<file path="config.mk">
export PLATFORM = sky130hd
export DESIGN_NAME = basemul_acc_fsm
export DESIGN_NICKNAME = d
export VERILOG_FILES = /design/src/rtl/basemul_acc_fsm.sv
export SDC_FILE = /design/constraint.sdc
export NUM_CORES = 1
export LEC_CHECK = 0
export CAP_MARGIN = 10
export CORE_UTILIZATION = 45
export DETAILED_ROUTE_END_ITERATION = 6
export PLACE_DENSITY = 0.83
export SKIP_LAST_GASP = 1
export SLEW_MARGIN = 25
export SYNTH_ARGS = -nofsm -noshare
export SYNTH_HDL_FRONTEND = slang
export SYNTH_SLANG_ARGS = --single-unit
</file>
<file path="constraint.sdc">
create_clock -name clk -period 4.79 [get_ports clk]
set_input_delay 0.958 -clock clk [delete_from_list [all_inputs] [get_ports clk]]
set_output_delay 0.958 -clock clk [all_outputs]
set_load 0.02 [all_outputs]
</file>
<file path="src/rtl/basemul_acc_fsm.sv">
// basemul_acc_fsm: round sequencer for the basemul/tomont datapath; round 0 overwrites RAM C, later rounds accumulate.
// Define BASEMUL_ACC_PERF_EN to add the perf_cycles job-length counter.
module basemul_acc_fsm #(
  parameter int N_PAIRS  = 128,
  parameter int PIPE_LAT = 4,
  parameter int CW       = 8,
  parameter int K_MAX    = 4,
  parameter int KW       = 3
) (
  input  logic          clk,
  input  logic          reset,
  input  logic          set,
  input  logic          start,
  input  logic [KW-1:0] k_num,
  input  logic          full_in,
  input  logic          cal_en,
  output logic          iscal,
  output logic          index_ab_ctrl,
  output logic          index_c_ctrl,
  output logic          rama_we_ok,
  output logic          ramb_we_ok,
  output logic          ramc_we_ok,
  output logic          acc_en,
  output logic          readin_ok,
  output logic          cal_pulse,
  output logic [KW-1:0] round_idx,
  output logic [CW-1:0] cnt,
  output logic          done
`ifdef BASEMUL_ACC_PERF_EN
  ,
  output logic [31:0]   perf_cycles
`endif
);
  typedef enum logic [2:0] {S_IDLE, S_LOAD, S_WAIT_FULL, S_WAIT_CAL, S_FILL, S_RUN, S_DRAIN, S_DONE} state_t;
  localparam logic [CW-1:0] FILL_END  = CW'(PIPE_LAT - 1);
  localparam logic [CW-1:0] RUN_END   = CW'(N_PAIRS - 1);
  localparam logic [CW-1:0] DRAIN_END = CW'(N_PAIRS + PIPE_LAT - 1);
  state_t        r_state, w_next;
  logic [KW-1:0] r_k, w_k, w_round;
  logic [CW-1:0] w_cnt;
  logic [9:0]    w_out;
  logic          w_start, w_last, w_ramc;
  assign w_start = start && (r_state == S_IDLE || r_state == S_DONE);
  assign w_last  = round_idx == r_k - KW'(1);
  always_comb begin
    w_next  = r_state;
    w_k     = r_k;
    w_round = round_idx;
    w_cnt   = cnt;
    case (r_state)
      S_IDLE, S_DONE: if (w_start) begin
        w_next  = S_LOAD;
        w_round = '0;
        w_k     = k_num == '0 ? KW'(1) : (k_num > KW'(K_MAX) ? KW'(K_MAX) : k_num);
      end
      S_LOAD:      w_next = S_WAIT_FULL;
      S_WAIT_FULL: w_next = full_in ? S_WAIT_CAL : S_WAIT_FULL;
      S_WAIT_CAL: if (cal_en) begin
        w_next = S_FILL;
        w_cnt  = '0;
      end
      // when PIPE_LAT == N_PAIRS the fill end is also the issue end, so go straight to draining
      S_FILL: begin
        w_cnt  = cnt + 1'b1;
        w_next = cnt != FILL_END ? S_FILL : (cnt == RUN_END ? S_DRAIN : S_RUN);
      end
      S_RUN: begin
        w_cnt  = cnt + 1'b1;
        w_next = cnt == RUN_END ? S_DRAIN : S_RUN;
      end
      S_DRAIN: if (cnt == DRAIN_END) begin
        w_next  = w_last ? S_DONE : S_LOAD;
        w_round = w_last ? round_idx : round_idx + 1'b1;
      end else w_cnt = cnt + 1'b1;
      default: w_next = S_IDLE;
    endcase
  end
  assign w_ramc = w_next inside {S_RUN, S_DRAIN};
  assign w_out  = {w_next inside {S_FILL, S_RUN, S_DRAIN}, w_next inside {S_FILL, S_RUN},
                   w_next inside {S_RUN, S_DRAIN, S_DONE}, {2{w_next inside {S_LOAD, S_WAIT_FULL}}},
                   w_ramc, w_ramc && w_round != '0, w_next == S_LOAD,
                   r_state == S_WAIT_CAL && w_next == S_FILL, w_next == S_DONE};
  always_ff @(posedge clk) begin
    if (reset) begin
      r_state   <= S_IDLE;
      r_k       <= '0;
      round_idx <= '0;
      cnt       <= '0;
      {iscal, index_ab_ctrl, index_c_ctrl, rama_we_ok, ramb_we_ok, ramc_we_ok, acc_en, readin_ok, cal_pulse, done} <= '0;
    end else if (set) begin
      r_state   <= w_next;
      r_k       <= w_k;
      round_idx <= w_round;
      cnt       <= w_cnt;
      {iscal, index_ab_ctrl, index_c_ctrl, rama_we_ok, ramb_we_ok, ramc_we_ok, acc_en, readin_ok, cal_pulse, done} <= w_out;
    end
  end
`ifdef BASEMUL_ACC_PERF_EN
  always_ff @(posedge clk) begin
    if (reset) perf_cycles <= '0;
    else if (set) perf_cycles <= w_start ? '0 :
      (r_state != S_IDLE && r_state != S_DONE && perf_cycles != '1) ? perf_cycles + 1'b1 : perf_cycles;
  end
`endif
endmodule
</file>
# Yosys cells after proc, flatten, opt, wreduce, memory -nomap -nowiden
# Index checks and enable logic that the tools add are counted.
# W data, S select, Z words.
classes:
  n_addsub: 3
  order_cmp: 1
  eq_ne: 19
  mux: 17
  n_reduce_logical: 17
op_table:
  columns: ["cell", "count"]
  rows:
  - ["$mux W3", 10]
  - ["$eq A3 B3 Y1 const B", 8]
  - ["$pmux W8 S3", 1]
  - ["$pmux W3 S7", 1]
  - ["$mux W8", 2]
  - ["$reduce_bool A3 Y1", 4]
  - ["$eq A3 B2 Y1 const B", 3]
  - ["$add A8 B1 Y8 const B", 1]
  - ["$eq A8 B7 Y1 const B", 1]
  - ["$eq A8 B8 Y1 const B", 1]
  - ["$ne A8 B2 Y1 const B", 1]
  - ["$eq A3 B1 Y1 const B", 2]
  - ["$logic_not A3 Y1", 2]
  - ["$pmux W3 S2", 1]
  - ["$reduce_bool A2 Y1", 3]
  - ["$ne A2 B2 Y1 const B", 2]
  - ["$reduce_and A4 Y1", 1]
  - ["$reduce_or A2 Y1", 2]
  - ["$add A3 B1 Y3 const B", 1]
  - ["$eq A3 B3 Y1", 1]
  - ["$gt A3 B3 Y1 const B", 1]
  - ["$logic_and A1 B1 Y1", 3]
  - ["$reduce_and A3 Y1", 1]
  - ["$sub A3 B1 Y3 const B", 1]
  - ["3 further kinds", 3]
word_totals:
  ff_bits: 26
  wordCells: 70

# Longest topological paths before layout
depth:
  depth_word: 8
  ltp_mapped: 8
  depth_no_buf: 8

# Least setup slack after synthesis
# Ideal clock, no wire load.
synth_path:
  kind: "input -> register"
  from: "in start"
  to: "reg index_ab_ctrl"
  setup_ns: 0.071
  arrival_time_ns: 1.997
  slack_ns: 2.722
  stages: 6
  path_buffers: 0
  path_cell_list: "nand2b_1 -> nand2_1 -> a31oi_1 -> o211ai_4 -> or3b_1 -> a21oi_1"
synth_between:
  elab_chain_len: 5
synth_lines:
  columns: ["item", "line", "rtl"]
  rows:
  - ["from (decl)", "13", "input logic start,"]
  - ["$logic_and A1 B1 Y1 *", "43", "assign w_start = start && (r_state == S_IDLE || r_state == S_DONE);"]
  - ["$mux W3 *", "51", "S_IDLE, S_DONE: if (w_start) begin"]
  - ["$pmux W3 S7 *", "50", "case (r_state)"]
  - ["$eq A3 B3 Y1", "79", "assign w_out = {w_next inside {S_FILL, S_RUN, S_DRAIN}, w_next inside {S_FILL, S_RUN},"]
  - ["$reduce_bool A2 Y1 *", "79", null]
  - ["to (signal assigned)", "95", "{iscal, index_ab_ctrl, index_c_ctrl, rama_we_ok, ramb_we_ok, ramc_we_ok, acc_en, readin_ok, cal_pulse, done} < ..."]
  - ["to (decl)", "18", "output logic index_ab_ctrl,"]
# Mark *: on every way between the ends. The rest lies on a longest branch, timed or not.
# A chain may end at the register's enable or synchronous reset.

==> metrics.yaml <==
yosys.area.top_type: "dfxtp_1"
cts_resized: 0
diodes: 0
cp.required_ns: 5.02
clkTransAtPathRegs_ns: 0.13
worstPathCellList: "clkdlybuf4s50_1 -> inv_1 -> a2111oi_0 -> a21oi_1 -> o41ai_2"
numPortBuffers: 29
grt_util_all_layers: 0.189
ctsHoldBuffers: 0
multi_input_area_um2: 835
outcome: "completed"
grt_max_degree: 22
final_net_count: 217
fp.dieH_um: 58.3
synth_fp_nets: 191
ys_seq_area_frac: 0.365
cp-end-kind: "flop"
cts_inserted_buffers: 3
place_congestion: 0.827
layout-drive-gt1-share: 0.0588
cts_setup_buffers: 0
drc: 0
crit_fanout: 16
rows: 20
critPathSlowestCell: "clkdlybuf4s50_1"
timing.final.hold_violations: 0
antenna_found_initial: 0
rsz0062_at_grt: "no"
syn_area_um2: 1430
p_per_area_nw_per_um2: 238
final_core_util: 0.586
core-area_um2: 3030
grt-ovfl-total: 0
die_w_um: 58.3
grt_pass1_vias: 1164
synth_seq_cells: 26
clock_skew_ns: 0.00975
cap_violations: 0
syn-instance-count: 179
min_path_type: "flop to flop"
fmax_ghz: 0.384
via_per_inst: 5.33
ant_nets: 0
via_count: 1323
synth.distinct_cells: 43
p_leak_nw: 0.602
slew-limit-headroom: 0.498
cts.sinks: 26
start_kind: "input pin"
nFillCells: 276
drt_pass1_iterations: 4
clock-root-buffer: "clkbuf_4"
setup_viol: 0
routedWlPerCell_um: 11.7
final_max_slew_viol_count: 0
worst_skew_pair.late_latency_ns: 0.32
crit_type: "input pin to flop"
critPathArrivalTime_ns: 2.83
clockBufferDepth: 2
cts_tree: "yes"
start_util: 0.471
dpl.hpwl_um: 2150
synth-main-ff-cell: "dfxtp_1"
area_growth_pct: 24.4
fin_crit_sh: 0.544
yosys_warnings: 0
ff_latch_area_um2: 520
synth_most_common_cell: "dfxtp_1"
syn_avg_cell_area_um2: 7.97
finalCriticalPeriod_ns: 2.61
dieArea_um2: 3400
routed_wl_um: 2910
peakVddDrop_v: 0.000126
ys_async_sr_fraction: 0
synth_top_area_share: 0.365
synthTopCellsByCount: "dfxtp_1 (26), nand2_1 (24), nor2_1 (20)"
slowest_delay_ns: 0.80
num_io_pins: 30
worst_pin_slew_ns: 0.750
tns_ns: 0
grt_first_pass_wirelength_um: 5020
synth.area.top_cells: "dfxtp_1 (36%), nand2_1 (6.3%), a21oi_1 (5.3%)"
htree_levels: 1
synth-edff-count: 0
dr.first_iter.drc_count: 32
[metrics by stage]
stage | std cells | power [W] | setup WS (ns) | instance area [um2] | hold slack (ns)
CTS | 248 | 0.000427 | 2.20 | 1770 | 0.478
detailed placement | 244 | 0.000318 | 1.88 | 1740 | 0.460
global placement | 244 | 0.000318 | 1.94 | 1740 | 0.459
global route | 248 | 0.000447 | 2.00 | 1770 | 0.497
floorplan | 179 | 0.000293 | 2.72 | 1430 | 0.453
finish | 248 | 0.000423 | 2.18 | 1770 | 0.473
[power by group]
group | switching [W] | internal [W] | leakage [nW]
Sequential | 0.0000103 | 0.000224 | 0.211
Clock | 0.0000623 | 0.0000465 | 0.0210
Combinational | 0.0000437 | 0.0000364 | 0.370
Total | 0.000116 | 0.000307 | 0.602
[logic make-up (layout without fill, tap and decap cells)]
| logic type | count (synthesis) | count (layout) | share of synthesized area |
|---|---|---|---|
| AO/OA/AOI/OAI | 41 | 41 | 0.204 |
| XOR/XNOR | 9 | 9 | 0.0658 |
| adder cells (fa/ha/maj) | 3 | 3 | 0.0263 |
| buffers and inverters | 18 | 43 | 0.0500 |
| flip-flops | 26 | 26 | 0.365 |
| multiplexers | 2 | 2 | 0.0140 |
| AND/OR/NAND/NOR | 80 | 80 | 0.275 |
[area by class of cell]
cell class / count / share of cell area
inverter: 10 / 0.0212
clock buffer: 4 / 0.0205
multi-input combinational: 135 / 0.470
sequential: 26 / 0.293
tap: 44 / 0.0310
timing repair buffer: 29 / 0.164
[flip-flops by register name (all words and copies together) (netlist names)]
| signal | flops |
|---|---|
| ramb_we_ok | 1 |
| cal_pulse | 1 |
| acc_en | 1 |
| index_c_ctrl | 1 |
| round_idx | 3 |
| cnt | 8 |
| index_ab_ctrl | 1 |
| r_k | 3 |
| done | 1 |
| readin_ok | 1 |
| r_state | 3 |
| ramc_we_ok | 1 |
| iscal | 1 |
[worst paths after layout]
| check | to | cells past startpoint | slack, ns | start |
|---|---|---|---|---|
| setup reg to reg | index_ab_ctrl | 6 | 2.63 | round_idx[2] |
| hold / removal | done | 2 | 0.47 | done |
| setup / recovery | acc_en | 5 | 2.18 | set |
| hold reg to reg | done | 2 | 0.47 | done |
[per-layer routing]
layer	up-vias	GRT usage	share of wire	wire, um
li1	680	-	-	-
met4	0	0.0884	0.022	64
met3	9	0.0330	0.024	71
met1	612	0.256	0.51	1490
met2	22	0.294	0.44	1280
met5	-	0	0	0
[layout by cell type, fill, tap and decap left out, types with 2 or more instances in the layout]
cell type / instances
nand3_1: 7
mux2i_1: 2
nand2b_1: 5
nor3_1: 10
xnor2_1: 6
a31oi_1: 3
clkdlybuf4s50_1: 29
dfxtp_1: 26
nand4_1: 3
ha_1: 3
and3b_1: 2
clkbuf_4: 3
o32ai_1: 3
o21ai_0: 4
xor2_1: 2
nand2_1: 24
inv_1: 10
nand3b_1: 2
a21oi_1: 15
nor2_1: 20
a22oi_1: 2
[worst max-delay path: cells and delay by family]
family	cells	cell delay, ns
buf+inv	2	1.15
compound gates	3	0.72
Note: power is estimated with default switching activity, not from simulation.
